<file path="config.mk">
export PLATFORM = sky130hd
export DESIGN_NAME = jstk_spi_reader_flat
export DESIGN_NICKNAME = d
export VERILOG_FILES = /design/src/rtl/jstk_spi_reader_if.sv /design/src/rtl/jstk_spi_reader.sv /design/src/flat_wrapper.sv
export SDC_FILE = /design/constraint.sdc
export NUM_CORES = 1
export LEC_CHECK = 0
export ABC_AREA = 1
export BUFFER_PORTS_ARGS = -buffer_cell sky130_fd_sc_hd__buf_2
export CAP_MARGIN = 20
export CORE_ASPECT_RATIO = 1.4
export CORE_MARGIN = 2
export CORE_UTILIZATION = 57
export CTS_BUF_LIST = sky130_fd_sc_hd__clkbuf_8
export DETAILED_ROUTE_END_ITERATION = 16
export PLACE_DENSITY = 0.77
export SLEW_MARGIN = 5
export SYNTH_ARGS = -nofsm -noshare
export SYNTH_HDL_FRONTEND = slang
export SYNTH_SLANG_ARGS = --single-unit
</file>
<file path="constraint.sdc">
create_clock -name clk -period 1.8 [get_ports clk]
set_input_delay 0.36 -clock clk [delete_from_list [all_inputs] [get_ports clk]]
set_output_delay 0.36 -clock clk [all_outputs]
set_load 0.05 [all_outputs]
</file>
<file path="src/rtl/jstk_spi_reader_if.sv">
// rtl/jstk_spi_reader_if.sv - SPI bus bundle between the joystick reader and the Pmod JSTK
//   sclk : SPI clock, mode 0, idles low (master -> slave)
//   mosi : data to the JSTK, MSB first (master -> slave)
//   ss   : slave select, active low (master -> slave)
//   miso : data from the JSTK (slave -> master)
interface jstk_spi_reader_if;
  logic sclk;
  logic mosi;
  logic miso;
  logic ss;

  modport master (output sclk, output mosi, output ss, input miso);
  modport slave  (input sclk, input mosi, input ss, output miso);
endinterface

</file>
<file path="src/rtl/jstk_spi_reader.sv">
// rtl/jstk_spi_reader.sv - SPI master polling the Pmod JSTK, publishes x/y/buttons atomically
//   clk        : system clock
//   rst        : asynchronous active-low reset
//   led_cmd    : JSTK LED bits, latched at transaction start
//   spi        : SPI bus (master modport: sclk, mosi, ss out; miso in)
//   x_val      : joystick X, 0..1023 (drive stage)
//   y_val      : joystick Y, 0..1023 (steering stage), centre 512 out of reset
//   btn        : {btn2, btn1, trigger}
//   data_valid : one-cycle pulse when x_val/y_val/btn update
//   busy       : high while ss is low
module jstk_spi_reader #(
  parameter int SCLK_DIV     = 50,
  parameter int SS_SETUP_CYC = 1500,
  parameter int BYTE_GAP_CYC = 1000,
  parameter int POLL_CYC     = 1_000_000
) (
  input  logic                   clk,
  input  logic                   rst,
  input  logic [1:0]             led_cmd,
  jstk_spi_reader_if.master      spi,
  output logic [9:0]             x_val,
  output logic [9:0]             y_val,
  output logic [2:0]             btn,
  output logic                   data_valid,
  output logic                   busy
);

  localparam int CNT_MAX_A = (SS_SETUP_CYC > BYTE_GAP_CYC) ? SS_SETUP_CYC : BYTE_GAP_CYC;
  localparam int CNT_MAX   = (CNT_MAX_A > 2 * SCLK_DIV) ? CNT_MAX_A : 2 * SCLK_DIV;
  localparam int CW        = $clog2(CNT_MAX + 1);
  localparam int TW        = $clog2(POLL_CYC + 1);

  localparam logic [CW-1:0] SETUP_LAST = CW'(SS_SETUP_CYC - 1);
  localparam logic [CW-1:0] GAP_LAST   = CW'(BYTE_GAP_CYC - 1);
  localparam logic [CW-1:0] LOW_LAST   = CW'(SCLK_DIV - 1);
  localparam logic [CW-1:0] BIT_LAST   = CW'(2 * SCLK_DIV - 1);
  localparam logic [TW-1:0] POLL_LAST  = TW'(POLL_CYC - 1);

  typedef enum logic [2:0] {IDLE, SETUP, SHIFT, GAP, DONE} state_t;

  state_t          state_q, state_d;
  logic [CW-1:0]   cnt_q, cnt_d;
  logic [2:0]      bit_q, bit_d;
  logic [2:0]      byte_q, byte_d;
  logic [TW-1:0]   timer_q, timer_d;
  logic            pend_q, pend_d;
  logic [1:0]      led_q, led_d;
  logic [7:0]      rx_sr_q, rx_sr_d;
  // Received bytes are staged here and only copied to the outputs in DONE,
  // so an aborted transaction never leaks partial data.
  logic [7:0]      x_lo_q, x_lo_d;
  logic [1:0]      x_hi_q, x_hi_d;
  logic [7:0]      y_lo_q, y_lo_d;
  logic [1:0]      y_hi_q, y_hi_d;
  logic            sclk_q, sclk_d;
  logic            mosi_q, mosi_d;
  logic            ss_q, ss_d;
  logic            busy_q, busy_d;
  logic            dv_q, dv_d;
  logic [9:0]      x_q, x_d;
  logic [9:0]      y_q, y_d;
  logic [2:0]      btn_q, btn_d;
  logic            tick;
  logic            start;
  logic [7:0]      tx_byte;

  always_ff @(posedge clk or negedge rst) begin
    if (!rst) begin
      state_q <= IDLE;
      cnt_q   <= '0;
      bit_q   <= '0;
      byte_q  <= '0;
      timer_q <= '0;
      pend_q  <= 1'b0;
      led_q   <= '0;
      rx_sr_q <= '0;
      x_lo_q  <= '0;
      x_hi_q  <= '0;
      y_lo_q  <= '0;
      y_hi_q  <= '0;
      sclk_q  <= 1'b0;
      mosi_q  <= 1'b0;
      ss_q    <= 1'b1;
      busy_q  <= 1'b0;
      dv_q    <= 1'b0;
      x_q     <= 10'd512;
      y_q     <= 10'd512;
      btn_q   <= '0;
    end else begin
      state_q <= state_d;
      cnt_q   <= cnt_d;
      bit_q   <= bit_d;
      byte_q  <= byte_d;
      timer_q <= timer_d;
      pend_q  <= pend_d;
      led_q   <= led_d;
      rx_sr_q <= rx_sr_d;
      x_lo_q  <= x_lo_d;
      x_hi_q  <= x_hi_d;
      y_lo_q  <= y_lo_d;
      y_hi_q  <= y_hi_d;
      sclk_q  <= sclk_d;
      mosi_q  <= mosi_d;
      ss_q    <= ss_d;
      busy_q  <= busy_d;
      dv_q    <= dv_d;
      x_q     <= x_d;
      y_q     <= y_d;
      btn_q   <= btn_d;
    end
  end

  always_comb begin
    state_d = state_q;
    cnt_d   = cnt_q;
    bit_d   = bit_q;
    byte_d  = byte_q;
    led_d   = led_q;
    rx_sr_d = rx_sr_q;
    x_lo_d  = x_lo_q;
    x_hi_d  = x_hi_q;
    y_lo_d  = y_lo_q;
    y_hi_d  = y_hi_q;
    sclk_d  = sclk_q;
    mosi_d  = mosi_q;
    ss_d    = ss_q;
    busy_d  = busy_q;
    dv_d    = 1'b0;
    x_d     = x_q;
    y_d     = y_q;
    btn_d   = btn_q;

    // Free-running poll timer; a tick that lands mid-transaction is remembered
    // in pend_q and consumed on return to IDLE.
    tick    = (timer_q == POLL_LAST);
    timer_d = tick ? '0 : timer_q + TW'(1);
    start   = tick | pend_q;
    pend_d  = start & (state_q != IDLE);

    tx_byte = (byte_q == 3'd0) ? {6'b100000, led_q} : 8'h00;

    case (state_q)
      IDLE: begin
        if (start) begin
          state_d = SETUP;
          ss_d    = 1'b0;
          busy_d  = 1'b1;
          led_d   = led_cmd;
          cnt_d   = '0;
          byte_d  = '0;
        end
      end
      SETUP: begin
        if (cnt_q == SETUP_LAST) begin
          state_d = SHIFT;
          cnt_d   = '0;
          bit_d   = '0;
          mosi_d  = tx_byte[7];
        end else begin
          cnt_d = cnt_q + CW'(1);
        end
      end
      SHIFT: begin
        if (cnt_q == LOW_LAST) begin
          // Rising SCLK edge: sample miso as sclk goes high.
          sclk_d  = 1'b1;
          rx_sr_d = {rx_sr_q[6:0], spi.miso};
          cnt_d   = cnt_q + CW'(1);
        end else if (cnt_q == BIT_LAST) begin
          sclk_d = 1'b0;
          cnt_d  = '0;
          if (bit_q == 3'd7) begin
            case (byte_q)
              3'd0:    x_lo_d = rx_sr_q;
              3'd1:    x_hi_d = rx_sr_q[1:0];
              3'd2:    y_lo_d = rx_sr_q;
              3'd3:    y_hi_d = rx_sr_q[1:0];
              default: ;
            endcase
            if (byte_q == 3'd4) begin
              state_d = DONE;
              ss_d    = 1'b1;
              busy_d  = 1'b0;
              mosi_d  = 1'b0;
              dv_d    = 1'b1;
              x_d     = {x_hi_q, x_lo_q};
              y_d     = {y_hi_q, y_lo_q};
              btn_d   = rx_sr_q[2:0];
            end else begin
              state_d = GAP;
              byte_d  = byte_q + 3'd1;
            end
          end else begin
            bit_d  = bit_q + 3'd1;
            mosi_d = tx_byte[3'd6 - bit_q];
          end
        end else begin
          cnt_d = cnt_q + CW'(1);
        end
      end
      GAP: begin
        if (cnt_q == GAP_LAST) begin
          state_d = SHIFT;
          cnt_d   = '0;
          bit_d   = '0;
          mosi_d  = tx_byte[7];
        end else begin
          cnt_d = cnt_q + CW'(1);
        end
      end
      DONE: begin
        state_d = IDLE;
      end
      default: begin
        state_d = IDLE;
      end
    endcase
  end

  assign spi.sclk   = sclk_q;
  assign spi.mosi   = mosi_q;
  assign spi.ss     = ss_q;
  assign x_val      = x_q;
  assign y_val      = y_q;
  assign btn        = btn_q;
  assign data_valid = dv_q;
  assign busy       = busy_q;

endmodule

</file>
<file path="src/flat_wrapper.sv">
// flat-port wrapper written by rule: the top's interface ports become plain ports
module jstk_spi_reader_flat 
#(
  parameter int SCLK_DIV     = 50,
  parameter int SS_SETUP_CYC = 1500,
  parameter int BYTE_GAP_CYC = 1000,
  parameter int POLL_CYC     = 1_000_000
)
  (clk, rst, led_cmd, x_val, y_val, btn, data_valid, busy, spi_sclk, spi_mosi, spi_ss, spi_miso);
  jstk_spi_reader_if spi_i ();
  input  logic clk;
  input  logic rst;
  input  logic [1:0] led_cmd;
  output logic [9:0] x_val;
  output logic [9:0] y_val;
  output logic [2:0] btn;
  output logic data_valid;
  output logic busy;
  output wire logic [$bits(spi_i.sclk)-1:0] spi_sclk;
  output wire logic [$bits(spi_i.mosi)-1:0] spi_mosi;
  output wire logic [$bits(spi_i.ss)-1:0] spi_ss;
  input wire logic [$bits(spi_i.miso)-1:0] spi_miso;
  assign spi_sclk = spi_i.sclk;
  assign spi_mosi = spi_i.mosi;
  assign spi_ss = spi_i.ss;
  assign spi_i.miso = spi_miso;
  jstk_spi_reader #(.SCLK_DIV(SCLK_DIV), .SS_SETUP_CYC(SS_SETUP_CYC), .BYTE_GAP_CYC(BYTE_GAP_CYC), .POLL_CYC(POLL_CYC)) u_core (.clk(clk), .rst(rst), .led_cmd(led_cmd), .spi(spi_i), .x_val(x_val), .y_val(y_val), .btn(btn), .data_valid(data_valid), .busy(busy));
endmodule
</file>
==> summary.txt, run 1 <==
final slew viol count: 0
clock power share: 39.6%
Worst slew margin: 70.1%
RD Place Congestion: 0.884
switching power total: 0.000856 W
num rows: 40
Reg clk slew, reported paths: 0.09 ns
Total Nets Final: 659
minimum clock period: 1.71 ns
status: finished clean
Yosys reg bits: 99
fmax: 584 MHz
power density cells: 678 nW/um^2
final WL: 10200 um
layout cell share with drive strength beyond 1: 20.5%
via count: 3938
largest net degree at the start of global routing: 35
Inserted Clock Buffers: 9
initial antenna violation count: 0
Clock Sink Count: 99
Reg2Reg Depth: 8
Max-Cap Viols: 0
post-synthesis cell type count: 34
H-tree Lvls: 3
Die Width: 82.3 um
Area growth, synth to finish: 14.1%
reg2reg setup slack: 0.09 ns
endpoints failing hold: 0
all-layer global routing usage: 24.2%
WP buf/inv: 0
most frequent cells in the layout: nand2_1, dfrtp_1, inv_1
die area: 9360 sq um
switching share of power: 22.6%
starting density of the core: 57.9%
Setup CP Type: reg -> reg
Netlist Area Pre-Place: 4900 sq um
grt ovf: 0
crit-path cells: ha_4, nand4_1, o21ai_2, nand2_2, nor2_4, nand3_1, nand2_1, nand2_1
drt first-iter violations: 163
Power Internal: 0.00293 W
CTS tree: built
Pwr Total: 0.00379 W
Pre-Repair DR Iteration Count: 4
first-pass GRT wire length: 17300 um
core box area: 8460 sq um
hold path start: led_cmd[1]
IO Port Bufs: 32
slowest stage delay, CP: 0.44 ns
commonest non-fill, non-tap cell in the layout: nand2_1
Synth Area per Inst: 8.29 sq um
Worst Max-Slew Pin Slew: 0.444 ns
WHS Endpoint: u_core.led_q[1]
routed vias/inst: 5.22
Routed wire per std cell: 13.5 um
antenna cell count: 0
crit path max fanout: 5
residual DRC count: 0
cell mode on critical path: nand2_1
die height: 114 um
CP delay by family, top: simple AND/OR/NAND/NOR gates
post-synthesis cell count: 591
Comb pwr share: 1.7%
number of global-route vias before repair: 3862
Worst Hold Class: in -> reg
RR Endpoint: u_core.state_q[0]
Tcrit/Tclk final: 95.1%
Worst VDD drop: 0.000726 V
Post-Syn Nets: 606
Worst setup EP type: flop
skew final: 0.00689 ns
Detailed Place HPWL: 7560 um
Critical Path AT: 1.99 ns
CP startpoint: u_core.cnt_q[1]
sequential area share after synthesis: 50.7%
Leak: 2.86 nW
RR Startpoint: u_core.cnt_q[1]
Hold Crit Depth: 3
CP max-delay cell: dfrtp_1
hold slack: 0.237 ns
crit start category: flop
yosys warns: 0
Seq pwr share: 58.7%
Setup-failing EPs final: 0
Critical Path RT: 2.07 ns
clk_lat worst skew: 0.38 ns
Antenna Nets Post-Route: 0
Root Buffer: clkbuf_8
I/O Pins: 33
RSZ-0062 raised after global routing: yes
Clock Tree Buf Depth: 2
-- timing repair --
item,in CTS,in global routing
pin swaps,0,4
gates cloned,0,0
resized for setup,1,22
hold buffers,1,0
setup buffers,0,2
endpoints found under the hold margin,28,0
setup endpoints to repair,11,56
-- worst max path at each step --
stage / end / slack [ns] / depth (start not counted)
after floorplan: u_core.x_val[0] / 0.1 / 8
after global placement: u_core.state_q[0] / 0.03 / 10
after detailed placement: u_core.state_q[0] / -0.01 / 10
after CTS: u_core.state_q[0] / 0.006 / 10
after global routing: u_core.state_q[1] / -0.05 / 8
final: u_core.state_q[0] / 0.09 / 8
-- power by group through the flow --
stage / registers [W] / clock network [W] / logic, W
after detailed placement: 0.00227 / 0 / 0.0000656
after CTS: 0.00222 / 0.00154 / 0.0000674
after global routing: 0.00222 / 0.00165 / 0.0000753
after floorplan: 0.00227 / 0 / 0.00000287
final: 0.00222 / 0.00150 / 0.0000636
after global placement: 0.00227 / 0 / 0.0000635
-- stage by stage --
stage / worst slack, ns / TNS [ns] / instances / instance area (sq um) / util, %
final: 0.0885 / 0 / 754 / 5590 / 66.1
after global routing: -0.0526 / -0.316 / 754 / 5590 / 66.1
after CTS: 0.00599 / 0 / 752 / 5510 / 65.1
after detailed placement: -0.0147 / -0.0324 / 735 / 5290 / 62.5
after global placement: 0.0260 / 0 / 735 / 5290 / 62.5
after floorplan: 0.0951 / 0 / 591 / 4900 / -
-- final cells by class --
class                      instances  area [sq um]
clock buffer                      10           138
clock inverter                     6          71.3
fill                             692          2870
inverter                          61           229
multi-input combinational        416          2130
sequential                        99          2490
tap                              105           131
timing repair buffer              57           403
-- sequential cells by signal (all words and copies together) (netlist names), 2 cells and up --
register / cells
u_core.rx_sr_q: 8
u_core.btn: 3
u_core.timer_q: 20
u_core.cnt_q: 11
u_core.y_hi_q: 2
u_core.y_lo_q: 8
u_core.x_lo_q: 8
u_core.y_val: 10
u_core.bit_q: 3
u_core.x_hi_q: 2
u_core.x_val: 10
u_core.byte_q: 3
u_core.state_q: 3
u_core.led_q: 2
-- cell usage after synthesis, drive strengths merged --
cell type    n  share of area [%]
a21oi        9               0.92
and3         2               0.26
buf         11                2.1
clkbuf       4               0.31
dfrtp       96                 49
dfstp        3                1.6
ha          10                2.6
inv         61                4.7
nand2      200                 15
nand3       24                2.9
nand4       16                2.2
nor2        66                5.9
nor3        10                1.1
nor4         3               0.69
o211ai       1               0.15
o21a         1               0.15
o21ai       57                7.2
or2          4               0.51
xnor2        1               0.18
xor2        12                2.1
-- logic make-up (layout without fill, tap and decap cells) --
group           after synthesis  after routing  synth area share, %
simple gates                325            325                 28.9
xor+xnor                     13             13                 2.32
compound gates               68             68                 8.43
fa+ha+maj                    10             10                 2.55
buf+inv                      76            134                 7.10
flops                        99             99                 50.7
-- worst min-delay path, delay by kind of cell --
| kind | cells | cell delay [ns] |
|---|---|---|
| AO/OA/AOI/OAI | 1 | 0.08 |
| buffers and inverters | 2 | 0.14 |
-- metal layers --
layer	vias up	routed length, um	track usage, %
li1	1980	-	-
met1	1862	4410	28.7
met2	73	5230	41.6
met3	23	308	5.70
met4	0	246	9.22
met5	-	0	0
(Power assumes the default switching activity.)
==> run 2, diff against run 1 <==
CELL_PAD_IN_SITES_DETAIL_PLACEMENT = 1   (was unset)
CELL_PAD_IN_SITES_GLOBAL_PLACEMENT = 1   (was unset)
CORE_UTILIZATION = 43   (was 57)
PLACE_DENSITY = 0.76   (was 0.77)
==> run 2 against run 1 <==
  * Hold slack got worse by 0.0029 ns
  * Global-route usage shrank 2.8 points
  * Power down 1.8%
  * Utilization is 15 points lower
  * Combinational power grew 6.3%
  * Sequential power barely moved
  * Final cell count rose by 6.6%
  * Sequential share of layout area is 1.2 points lower
  * Flip-flop and latch count did not move
  * Count of clock-buffer cells in the layout is 1 lower
  * Largest power group unchanged
  * Highest routed layer unchanged
==> summary.txt, run 2 (synthesis gave the netlist of run 1 again) <==
residual DRC count: 0 (unchanged)
Worst slew margin: 67.7% (-2.4 points)
crit start category: flop
Total Nets Final: 670 (+1.7%)
H-tree Lvls: 3 (unchanged)
Pre-Repair DR Iteration Count: 4 (unchanged)
Clock Sink Count: 99 (unchanged)
WHS Endpoint: u_core.led_q[0]
I/O Pins: 33 (unchanged)
antenna cell count: 0 (unchanged)
grt ovf: 0 (unchanged)
Detailed Place HPWL: 9250 um (+22%)
status: finished clean
crit path max fanout: 5 (unchanged)
Reg clk slew, reported paths: 0.09 ns (about the same)
routed vias/inst: 5.06 (-3.0%)
met1 wire length: 4850 um (+10%)
routed wl met2: 6720 um (+29%)
biggest regs: u_core.timer_q: 20 flops, u_core.cnt_q: 11 flops
Die Width: 94.2 um (+14%)
hold path start: led_cmd[0]
register with the most flip-flops: u_core.timer_q
max FFs per register: 20 (unchanged)
final WL: 12100 um (+19%)
Worst setup EP type: flop
Routed wire per std cell: 15.0 um (+11%)
Worst VDD drop: 0.000466 V (-36%)
routed wl met3: 300 um (-2.6%)
Area growth, synth to finish: 17.3%
RSZ-0062 raised after global routing: yes
RR Startpoint: u_core.cnt_q[1]
RR Endpoint: u_core.state_q[1]
Reg2Reg Depth: 8 (unchanged)
die area: 12300 sq um (+31%)
Inserted Clock Buffers: 9 (unchanged)
Critical Path RT: 2.06 ns (about the same)
power density cells: 647 nW/um^2 (-4.5%)
Root Buffer: clkbuf_8
Setup CP Type: reg -> reg
Critical Path AT: 2.00 ns (about the same)
number of global-route vias before repair: 4289 (+11%)
die height: 130 um (+15%)
Worst Max-Slew Pin Slew: 0.484 ns (+0.0400 ns)
Worst Hold Class: in -> reg
via count: 4072 (+3.4%)
Leak: 2.93 nW (+2.5%)
fmax: 575 MHz (-1.6%)
minimum clock period: 1.74 ns (+0.0283 ns)
RD Place Congestion: 0.894 (+1.1%)
most frequent cells in the layout: nand2_1, dfrtp_1, inv_1
drt first-iter violations: 93 (-43%)
highest metal used: met4
endpoints failing hold: 0 (unchanged)
Tcrit/Tclk final: 96.7% (+1.6 points)
first-pass GRT wire length: 20700 um (+20%)
Antenna Nets Post-Route: 0 (unchanged)
Pwr Total: 0.00372 W (-1.8%)
largest net degree at the start of global routing: 33 (-5.7%)
core box area: 11200 sq um (+33%)
layout cell share with drive strength beyond 1: 21.8% (+1.3 points)
clk_lat worst skew: 0.37 ns (about the same)
Hold Crit Depth: 3 (unchanged)
num rows: 46 (+15%)
Setup-failing EPs final: 0 (unchanged)
IO Port Bufs: 32 (unchanged)
initial antenna violation count: 0 (unchanged)
Clock Tree Buf Depth: 2 (unchanged)
starting density of the core: 43.6% (-14 points)
all-layer global routing usage: 21.4% (-2.8 points)
skew final: 0.0108 ns (+0.00394 ns)
sum of negative setup slack: 0 ns (unchanged)
Max-Cap Viols: 0 (unchanged)
commonest non-fill, non-tap cell in the layout: nand2_1
CTS tree: built
final slew viol count: 0 (unchanged)
reg2reg setup slack: 0.06 ns (-0.03 ns)
[run 2: power by group]
part           leakage (nW)  internal (W)  switching [W]
registers              1.34       0.00222    0.000000366
clock network         0.106      0.000641       0.000789
logic                  1.48     0.0000160      0.0000516
total                  2.93       0.00288       0.000841
[run 2: worst max-delay path, stage by stage, from the launching register on]
cell and delay (ns):
dfrtp_1 0.41, ha_4 0.18, nand4_1 0.21, o21ai_2 0.24
nand2_2 0.12, nor2_4 0.22, nand3_2 0.14, nand2_1 0.08
nand2_1 0.05
[run 2: metrics by stage]
stage | setup slack [ns] | hold slack, ns | area [sq um] | cells | util [%]
4_1_cts | 0.0148 | 0.225 | 5620 | 797 | 50.1
3_3_place_gp | -0.0127 | 0.353 | 5380 | 778 | 47.9
5_1_grt | -0.0563 | 0.249 | 5750 | 804 | 51.2
2_1_floorplan | 0.0951 | 0.0644 | 4900 | 591 | -
6_report | 0.0601 | 0.234 | 5750 | 804 | 51.2
3_5_place_dp | -0.0859 | 0.358 | 5380 | 778 | 47.9
[run 2: worst max path at each step]
stage,slack (ns),startpoint,to,cells past startpoint
3_3_place_gp,-0.01,u_core.cnt_q[1],u_core.state_q[1],10
6_report,0.06,u_core.cnt_q[1],u_core.state_q[1],8
4_1_cts,0.01,u_core.cnt_q[0],u_core.bit_q[2],10
5_1_grt,-0.06,u_core.cnt_q[1],u_core.x_lo_q[0],10
3_5_place_dp,-0.09,u_core.cnt_q[1],u_core.state_q[1],10
2_1_floorplan,0.1,u_core.bit_q[0],u_core.x_val[0],8
[run 2: routing by layer]
metal	vias up	global-route usage, %
li1	1997	-
met1	2003	24.5
met2	56	40.9
met3	16	3.00
met4	0	6.39
met5	-	0
[run 2: timing repair]
item	4_1_cts	5_1_grt
pin swaps	1	8
gates resized for setup	7	21
hold buffers	1	0
setup endpoints to repair	17	60
setup buffers	2	7
hold endpoints to repair	29	0
[run 2: layout make-up]
class | instances | area (sq um)
clock buffer | 9 | 124
clock inverter | 7 | 68.8
fill | 1400 | 5480
inverter | 61 | 229
multi-input combinational | 416 | 2160
sequential | 99 | 2480
tap | 144 | 180
timing repair buffer | 68 | 502
==> run 3, diff against run 2 <==
GPL_TIMING_DRIVEN = 0   (was unset)
==> run 3 against run 2 <==
  * The run now ends with setup timing left
  * Non-clock buffer count up 16
  * Combinational power down 7.0%
  * First-iteration DRC count increased by 58%
  * Fmax fell by 8.1%
  * Global-route usage is 1.9 points higher
  * Flip-flop and latch count unchanged
  * Via count grew 6.5%
  * Largest cell class unchanged
  * Critical path type unchanged
==> summary.txt, run 3 (synthesis gave the netlist of run 1 again) <==
Area growth, synth to finish: 25.9%
clk_lat worst skew: 0.39 ns (+0.02 ns)
layout cell share with drive strength beyond 1: 29.5% (+7.7 points)
met2 Use GR: 47.1% (+6.2 points)
via count: 4337 (+6.5%)
Die Width: 94.2 um (unchanged)
GR Layer Usage met3: 3.29% (+0.29 points)
num rows: 46 (unchanged)
endpoints failing hold: 0 (unchanged)
grt peak-use layer: met2
final instance area: 6170 sq um (+7.3%)
residual DRC count: 0 (unchanged)
fmax: 528 MHz (-8.1%)
Detailed Place HPWL: 9230 um (-0.21%)
commonest non-fill, non-tap cell in the layout: nand2_1
die area: 12300 sq um (unchanged)
Tcrit/Tclk final: 105% (+8.5 points)
crit start category: flop
RD Place Congestion: 0.892 (-0.19%)
CP delay by family, top: simple AND/OR/NAND/NOR gates
core box area: 11200 sq um (unchanged)
RSZ-0062 raised after global routing: yes
first-pass GRT wire length: 22100 um (+6.7%)
final WL: 14300 um (+18%)
Setup-failing EPs final: 26 (+26)
grt met1 use: 22.4% (-2.2 points)
Total Nets Final: 687 (+2.5%)
Setup CP Type: reg -> reg
minimum clock period: 1.89 ns (+0.153 ns)
Worst slew margin: 59.1% (-8.6 points)
Pre-Repair DR Iteration Count: 4 (unchanged)
Max-Cap Viols: 0 (unchanged)
status: complete, but fails checks
CTS tree: built
antenna cell count: 0 (unchanged)
CP max-delay cell: dfrtp_2
routed vias/inst: 5.28 (+4.3%)
Clock Tree Buf Depth: 2 (unchanged)
cell mode on critical path: nand2_1
die height: 130 um (unchanged)
power density cells: 621 nW/um^2 (-4.1%)
Clock Sink Count: 99 (unchanged)
Antenna Nets Post-Route: 0 (unchanged)
Critical Path AT: 2.17 ns (+0.17 ns)
largest net degree at the start of global routing: 56 (+70%)
worst setup margin: -0.0930 ns (-0.153 ns)
grt ovf: 0 (unchanged)
Root Buffer: clkbuf_8
Worst VDD drop: 0.000306 V (-34%)
Worst setup EP type: flop
Filler cells: 1346 (-3.9%)
WP buf/inv: 2 (+2)
Post-DP Area: 5270 sq um (-2.1%)
crit-path cells: nor2_1, nand3_2, buf_4, o21ai_4, nand2_2, nor2_4, buf_12, nand3_1, nand2_1, nand2_1
most frequent cells in the layout: nand2_1, dfrtp_1, inv_1
slowest stage delay, CP: 0.48 ns (+0.07 ns)
H-tree Lvls: 3 (unchanged)
IO Port Bufs: 32 (unchanged)
sum of negative setup slack: -0.641 ns (-0.641 ns)
biggest regs: u_core.timer_q: 20 flops, u_core.cnt_q: 11 flops
Routed wire per std cell: 17.4 um (+16%)
skew final: 0.0178 ns (+0.00697 ns)
Critical Path RT: 2.08 ns (+0.02 ns)
max FFs per register: 20 (unchanged)
failing checks: setup timing
final slew viol count: 0 (unchanged)
crit path max fanout: 7 (+2)
Inserted Clock Buffers: 9 (unchanged)
all-layer global routing usage: 23.3% (+1.9 points)
register with the most flip-flops: u_core.timer_q
Worst Hold Class: in -> reg
Reg clk slew, reported paths: 0.10 ns (about the same)
starting density of the core: 43.6% (unchanged)
initial antenna violation count: 0 (unchanged)
drt first-iter violations: 147 (+58%)
I/O Pins: 33 (unchanged)
Leak: 3.08 nW (+5.1%)
Worst Max-Slew Pin Slew: 0.613 ns (+0.129 ns)
number of global-route vias before repair: 4617 (+7.6%)
run 3: worst paths after layout:
kind	startpoint	end	slack (ns)	cells after the start
setup / recovery	u_core.cnt_q[2]	u_core.state_q[1]	-0.09	10
hold / removal	led_cmd[1]	u_core.led_q[1]	0.22	3
setup reg to reg	u_core.cnt_q[2]	u_core.state_q[1]	-0.09	10
hold reg to reg	u_core.timer_q[0]	u_core.timer_q[0]	0.47	1
max in group asynchronous	rst	u_core.cnt_q[1]	0.56	3
min in group asynchronous	rst	u_core.y_lo_q[2]	0.51	2
run 3: where the power goes:
part | leakage [nW] | switching (W) | internal (W) | total, W
Clock | 0.103 | 0.000849 | 0.000693 | 0.00154
Sequential | 1.34 | 0.000000317 | 0.00222 | 0.00222
Combinational | 1.64 | 0.0000508 | 0.0000121 | 0.0000629
Total | 3.08 | 0.000900 | 0.00293 | 0.00383
run 3: worst reg2reg max path: cells and delay by family (launching register included):
kind	cells	cell delay (ns)
flops	1	0.48
simple gates	7	0.83
compound gates	1	0.18
buf+inv	2	0.31
run 3: repair_timing:
item                       CTS  global route
gates cloned                 2             4
hold endpoints to repair    41             0
setup endpoints to repair   71            71
hold buffers                 1             0
gates resized for setup     41            77
pin swaps                   12            16
setup buffers               20            11
run 3: stage by stage:
stage	utilization [%]	setup WS [ns]	power [W]	hold slack, ns	std cells
6_report	54.9	-0.0930	0.00383	0.223	821
5_1_grt	54.9	-0.169	0.00395	0.224	821
4_1_cts	51.9	-0.0327	0.00386	0.222	806
3_5_place_dp	46.9	-0.342	0.00233	0.402	768
3_3_place_gp	46.7	-0.690	0.00232	0.447	767
2_1_floorplan	-	0.0951	0.00227	0.0644	591
run 3: area by class of cell:
| type | count | area [sq um] | area share (%) |
|---|---|---|---|
| buffer | 14 | 143 | 2.31 |
| clock buffer | 10 | 138 | 2.23 |
| clock inverter | 6 | 72.6 | 1.18 |
| inverter | 61 | 231 | 3.75 |
| multi-input combinational | 417 | 2360 | 38.2 |
| sequential | 99 | 2490 | 40.3 |
| tap | 144 | 180 | 2.92 |
| timing repair buffer | 70 | 557 | 9.03 |
run 3: per-layer routing:
layer	up-vias	wire length, um
met5	-	0
li1	2038	-
met1	2161	5000
met3	41	394
met4	0	622
met2	97	8260
